**src/rtl/mer_power_accum_pkg.sv**
```systemverilog
// rtl/mer_power_accum_pkg.sv - shared widths, window defaults and saturation limit for the MER power accumulator
package mer_power_accum_pkg;

    localparam int DATA_W       = 18;          // 1s17 slicer samples and output powers
    localparam int SQ_W         = 2 * DATA_W;  // width of a single square
    localparam int SUM_W        = SQ_W + 1;    // I^2 + Q^2 before the shift
    localparam int DEF_LOG2_LEN = 10;
    localparam int DEF_SQ_SHIFT = 20;

    localparam logic [DATA_W-1:0] PWR_MAX = 18'd131071;

    // Accumulator width large enough that a full window of shifted powers never wraps
    function automatic int acc_width(input int log2_len, input int sq_shift);
        return SUM_W - sq_shift + log2_len + 1;
    endfunction

endpackage

```
**src/rtl/mer_square_sum.sv**
```systemverilog
// rtl/mer_square_sum.sv - two-stage registered (I^2 + Q^2) >>> SQ_SHIFT with valid tag
module mer_square_sum
    import mer_power_accum_pkg::*;
#(
    parameter int SQ_SHIFT = DEF_SQ_SHIFT
)
(
    input  logic                     clk,
    input  logic                     reset,
    input  logic                     clear,
    input  logic                     in_valid,
    input  logic signed [DATA_W-1:0] in_i,
    input  logic signed [DATA_W-1:0] in_q,
    output logic signed [SUM_W-1:0]  p_out,
    output logic                     p_valid
);

    logic signed [SQ_W-1:0]  i_sq_q, i_sq_d;
    logic signed [SQ_W-1:0]  q_sq_q, q_sq_d;
    logic signed [SUM_W-1:0] p_q, p_d;
    logic                    v1_q, v1_d;
    logic                    v2_q, v2_d;

    // Squares and shifted sum advance every clock; clear only kills the valid tags
    always_comb begin
        i_sq_d = SQ_W'(in_i) * SQ_W'(in_i);
        q_sq_d = SQ_W'(in_q) * SQ_W'(in_q);
        p_d    = (SUM_W'(i_sq_q) + SUM_W'(q_sq_q)) >>> SQ_SHIFT;
        v1_d   = in_valid & ~clear;
        v2_d   = v1_q & ~clear;
    end

    // Pipeline registers
    always_ff @(posedge clk) begin
        if (reset) begin
            i_sq_q <= '0;
            q_sq_q <= '0;
            p_q    <= '0;
            v1_q   <= 1'b0;
            v2_q   <= 1'b0;
        end else begin
            i_sq_q <= i_sq_d;
            q_sq_q <= q_sq_d;
            p_q    <= p_d;
            v1_q   <= v1_d;
            v2_q   <= v2_d;
        end
    end

    assign p_out   = p_q;
    assign p_valid = v2_q;

endmodule

```
**src/rtl/mer_power_accum.sv**
```systemverilog
// rtl/mer_power_accum.sv - windowed decision/error power averager; MER_ACCUM_SAT_EN enables output saturation
module mer_power_accum
    import mer_power_accum_pkg::*;
#(
    parameter int LOG2_LEN = DEF_LOG2_LEN,
    parameter int SQ_SHIFT = DEF_SQ_SHIFT
)
(
    input  logic                     clk,
    input  logic                     reset,
    input  logic                     clk_en,
    input  logic                     clear,
    input  logic signed [DATA_W-1:0] decision_i,
    input  logic signed [DATA_W-1:0] decision_q,
    input  logic signed [DATA_W-1:0] error_i,
    input  logic signed [DATA_W-1:0] error_q,
    output logic signed [DATA_W-1:0] mapper_power,
    output logic signed [DATA_W-1:0] error_power,
    output logic                     power_valid
);

    localparam int AW = acc_width(LOG2_LEN, SQ_SHIFT);
`ifdef MER_ACCUM_SAT_EN
    localparam int AVG_W = (AW > DATA_W) ? AW : DATA_W;
`else
    localparam int AVG_W = DATA_W;
`endif

    logic signed [SUM_W-1:0]  p_dec, p_err;
    logic                     v2_dec, v2_err, v2;

    logic [AW-1:0]            acc_dec_q, acc_dec_d;
    logic [AW-1:0]            acc_err_q, acc_err_d;
    logic [LOG2_LEN-1:0]      cnt_q, cnt_d;
    logic signed [DATA_W-1:0] mapper_power_q, mapper_power_d;
    logic signed [DATA_W-1:0] error_power_q, error_power_d;
    logic                     power_valid_q, power_valid_d;

    logic [AW-1:0]            sum_dec, sum_err;
    logic [AVG_W-1:0]         avg_dec, avg_err;

    mer_square_sum #(.SQ_SHIFT(SQ_SHIFT)) u_sq_dec (
        .clk      (clk),
        .reset    (reset),
        .clear    (clear),
        .in_valid (clk_en),
        .in_i     (decision_i),
        .in_q     (decision_q),
        .p_out    (p_dec),
        .p_valid  (v2_dec)
    );

    mer_square_sum #(.SQ_SHIFT(SQ_SHIFT)) u_sq_err (
        .clk      (clk),
        .reset    (reset),
        .clear    (clear),
        .in_valid (clk_en),
        .in_i     (error_i),
        .in_q     (error_q),
        .p_out    (p_err),
        .p_valid  (v2_err)
    );

    // Both paths carry identical valid tags
    assign v2 = v2_dec & v2_err;

    // Accumulate; on the last symbol fold it into the average and restart the window on the same edge
    always_comb begin
        acc_dec_d      = acc_dec_q;
        acc_err_d      = acc_err_q;
        cnt_d          = cnt_q;
        mapper_power_d = mapper_power_q;
        error_power_d  = error_power_q;
        power_valid_d  = 1'b0;
        sum_dec        = acc_dec_q + AW'($unsigned(p_dec));
        sum_err        = acc_err_q + AW'($unsigned(p_err));
        avg_dec        = AVG_W'(sum_dec >> LOG2_LEN);
        avg_err        = AVG_W'(sum_err >> LOG2_LEN);

        if (clear) begin
            acc_dec_d = '0;
            acc_err_d = '0;
            cnt_d     = '0;
        end else if (v2) begin
            cnt_d = cnt_q + 1'b1;
            if (&cnt_q) begin
                acc_dec_d     = '0;
                acc_err_d     = '0;
                power_valid_d = 1'b1;
`ifdef MER_ACCUM_SAT_EN
                mapper_power_d = (avg_dec > AVG_W'(PWR_MAX)) ? PWR_MAX : avg_dec[DATA_W-1:0];
                error_power_d  = (avg_err > AVG_W'(PWR_MAX)) ? PWR_MAX : avg_err[DATA_W-1:0];
`else
                mapper_power_d = avg_dec;
                error_power_d  = avg_err;
`endif
            end else begin
                acc_dec_d = sum_dec;
                acc_err_d = sum_err;
            end
        end
    end

    // Accumulator, counter and output registers
    always_ff @(posedge clk) begin
        if (reset) begin
            acc_dec_q      <= '0;
            acc_err_q      <= '0;
            cnt_q          <= '0;
            mapper_power_q <= '0;
            error_power_q  <= '0;
            power_valid_q  <= 1'b0;
        end else begin
            acc_dec_q      <= acc_dec_d;
            acc_err_q      <= acc_err_d;
            cnt_q          <= cnt_d;
            mapper_power_q <= mapper_power_d;
            error_power_q  <= error_power_d;
            power_valid_q  <= power_valid_d;
        end
    end

    assign mapper_power = mapper_power_q;
    assign error_power  = error_power_q;
    assign power_valid  = power_valid_q;

endmodule
```
**config.mk**
```make
export PLATFORM = sky130hd
export DESIGN_NAME = mer_power_accum
export DESIGN_NICKNAME = d
export VERILOG_FILES = /design/src/rtl/mer_power_accum_pkg.sv /design/src/rtl/mer_square_sum.sv /design/src/rtl/mer_power_accum.sv
export SDC_FILE = /design/constraint.sdc
export NUM_CORES = 2
export LEC_CHECK = 0
export BUFFER_PORTS_ARGS = -buffer_cell sky130_fd_sc_hd__buf_2
export CORE_ASPECT_RATIO = 2
export CORE_MARGIN = 2
export CORE_UTILIZATION = 55
export CTS_BUF_LIST = sky130_fd_sc_hd__clkbuf_16
export DETAILED_ROUTE_END_ITERATION = 8
export PLACE_DENSITY_LB_ADDON = 0.1
export SLEW_MARGIN = 15
export SYNTH_ARGS = -nofsm -noshare
export SYNTH_HDL_FRONTEND = slang
export SYNTH_HIERARCHICAL = 1
export SYNTH_SLANG_ARGS = --single-unit
```
**constraint.sdc**
```tcl
create_clock -name clk -period 7.7 [get_ports clk]
set_clock_uncertainty 0.15 [all_clocks]
set_input_delay 0.385 -clock clk [delete_from_list [all_inputs] [get_ports clk]]
set_output_delay 0.385 -clock clk [all_outputs]
set_load 0.01 [all_outputs]
```
==> flow_summary.json <==
{
  "cp.required_ps": 7980,
  "critical-path-max-stage-delay_ps": 620,
  "endpoint_kind": "register",
  "cts_sinks": 277,
  "ios": 113,
  "syn_nets": 8113,
  "initial_utilization_pct": 55.4,
  "grt_start_max_net_pins": 82,
  "regArea_um2": 5550,
  "grt_pass1_vias": 46900,
  "synth_area_um2": 57300,
  "grt_pass1_wl_um": 241000,
  "crit_path_start_kind": "primary input",
  "htree_levels": 1,
  "drv_cap": 0,
  "critical_path_arrival_ps": 6910,
  "path_class": "primary input to register",
  "fin_nets": 8094,
  "first_iter_violations": 1413,
  "multi_input_area_um2": 44700,
  "setup_violations": 0,
  "vias_per_cell": 5.41,
  "fillCellCount": 9479,
  "root_buffer": "clkbuf_16",
  "core_area_um2": 103000,
  "finalWirelength_um": 149000,
  "finalMaxSlewViolations": 0,
  "fin_crit_ps": 6630,
  "critical_path_buf_inv_count": 6,
  "std_cell_rows": 167,
  "dieArea_um2": 107000,
  "syn2layout_area_growth_pct": 4.61,
  "vias": 41500,
  "fmax_mhz": 151,
  "layout-drive-gt1-share_pct": 4.42,
  "dieWidth_um": 232,
  "avgSynthCellArea_um2": 9.08,
  "cts.clk_slew.worst_paths_ps": 70,
  "antenna_found_initial": 3,
  "cts_resized": 0,
  "final.setup.tns_ps": 0,
  "hold_path_class": "primary input to register",
  "crit_family": "adder cells",
  "worst_pin_slew_ps": 1100,
  "drtAntennaViolNets": 0,
  "cp_max_fo": 17,
  "cts_buffer_depth": 3,
  "first_pass_iters": 7,
  "cts_hold_buffers": 3,
  "clk-insertion-delay-late_ps": 590,
  "hpwl_um": 127000,
  "hold_viol": 0,
  "status": "completed",
  "grt.overflow.total": 0,
  "slew_headroom_pct": 26.1,
  "yosysWarnings": 6,
  "drc": 0,
  "min_period_over_period_pct": 86.1,
  "synthCells": 6308,
  "rsz0062_at_grt": "false",
  "die_h_um": 460,
  "slowest_stage": "fa_1",
  "grt.total_usage_pct": 29.2,
  "gp_congestion": 0.934,
  "cts_setup_buffers": 0,
  "cts_tree": "yes",
  "io_buffers": 112,
  "crit_top_cell": "fa_1",
  "cts_made_buffers": 27,
  "wl_per_cell_um": 19.5
}
-- state kept, by name, summed over array words and instances (netlist names), 10 cells and up --
name / cells
u_sq_dec/i_sq_q: 34
u_sq_dec/q_sq_q: 34
u_sq_err/i_sq_q: 34
u_sq_err/q_sq_q: 34
acc_dec_q: 28
acc_err_q: 28
error_power: 18
mapper_power: 18
u_sq_dec/p_out: 17
u_sq_err/p_out: 17
cnt_q: 10
-- worst reg2reg max path, cell delays in order (launching register included) --
cell	delay, ps
dfxtp_1	810
ha_1	480
a21oi_1	380
o221ai_1	300
a2111oi_0	880
o21ai_0	240
nor3b_1	220
o21a_1	230
-- per-stage QoR --
step | cells | setup slack (ps) | utilization [%] | instance area (µm²) | hold slack, ps
6_report | 7663 | 1070 | 58.0 | 59900 | 122
5_1_grt | 7662 | 623 | 58.0 | 59900 | 127
4_1_cts | 7662 | 1100 | 58.0 | 59900 | 96.0
3_5_place_dp | 7609 | 499 | 57.0 | 59000 | 293
3_3_place_gp | 7609 | 552 | 57.0 | 59000 | 289
2_1_floorplan | 6308 | 1140 | - | 57300 | 279
-- per-layer routing --
metal	up-vias	wire, µm	global-route usage [%]
met3	450	3620	1.71
met5	-	19	0
li1	19100	-	-
met2	888	86200	58.5
met4	4	11400	18.6
met1	21100	48100	28.1
-- final cells by class --
cell class              instances  area share (%)
diodes                          1         0.00417
clock buffers                  27            1.13
clock inverters                23           0.470
inverters                    1642            10.3
multi-input cells            4181            74.5
flip-flops and latches        277            9.25
well taps                    1352            2.82
repair buffers                160            1.56
-- path summary, 6_finish.rpt --
path | start | endpoint | slack (ps) | cells after the start
setup / recovery | error_i[4] | u_sq_err/i_sq_q[35] | 1070 | 25
hold reg to reg | mapper_power[3] | mapper_power[3] | 300 | 2
setup reg to reg | u_sq_err/p_out[16] | error_power[12] | 3910 | 7
hold / removal | reset | mapper_power[6] | 120 | 2
-- layout by cell type (no fill, tap or decap), drive strengths merged, types with 9 or more instances in the layout --
cell,count
buf,157
fa,1182
a21o,92
a21oi,201
nor2,354
o21ai,129
xor2,112
a31oi,30
nand2b,33
and3,22
xnor2,141
o31a,9
nand4,30
nand3,65
a211oi,41
or2,11
a22o,11
nor2b,43
clkbuf,27
nor3b,11
dfxtp,277
a211o,12
inv,1647
ha,547
o21a,32
or4,11
or3,13
o31ai,13
a22oi,12
mux2i,15
nor3,54
o211ai,17
o21bai,23
a21boi,10
a31o,17
clkinv,10
and2,180
nand2,595
Power is left out: the tool's default activity adds up to more than one toggle a clock period on the data nets, which glitch-free logic cannot reach.
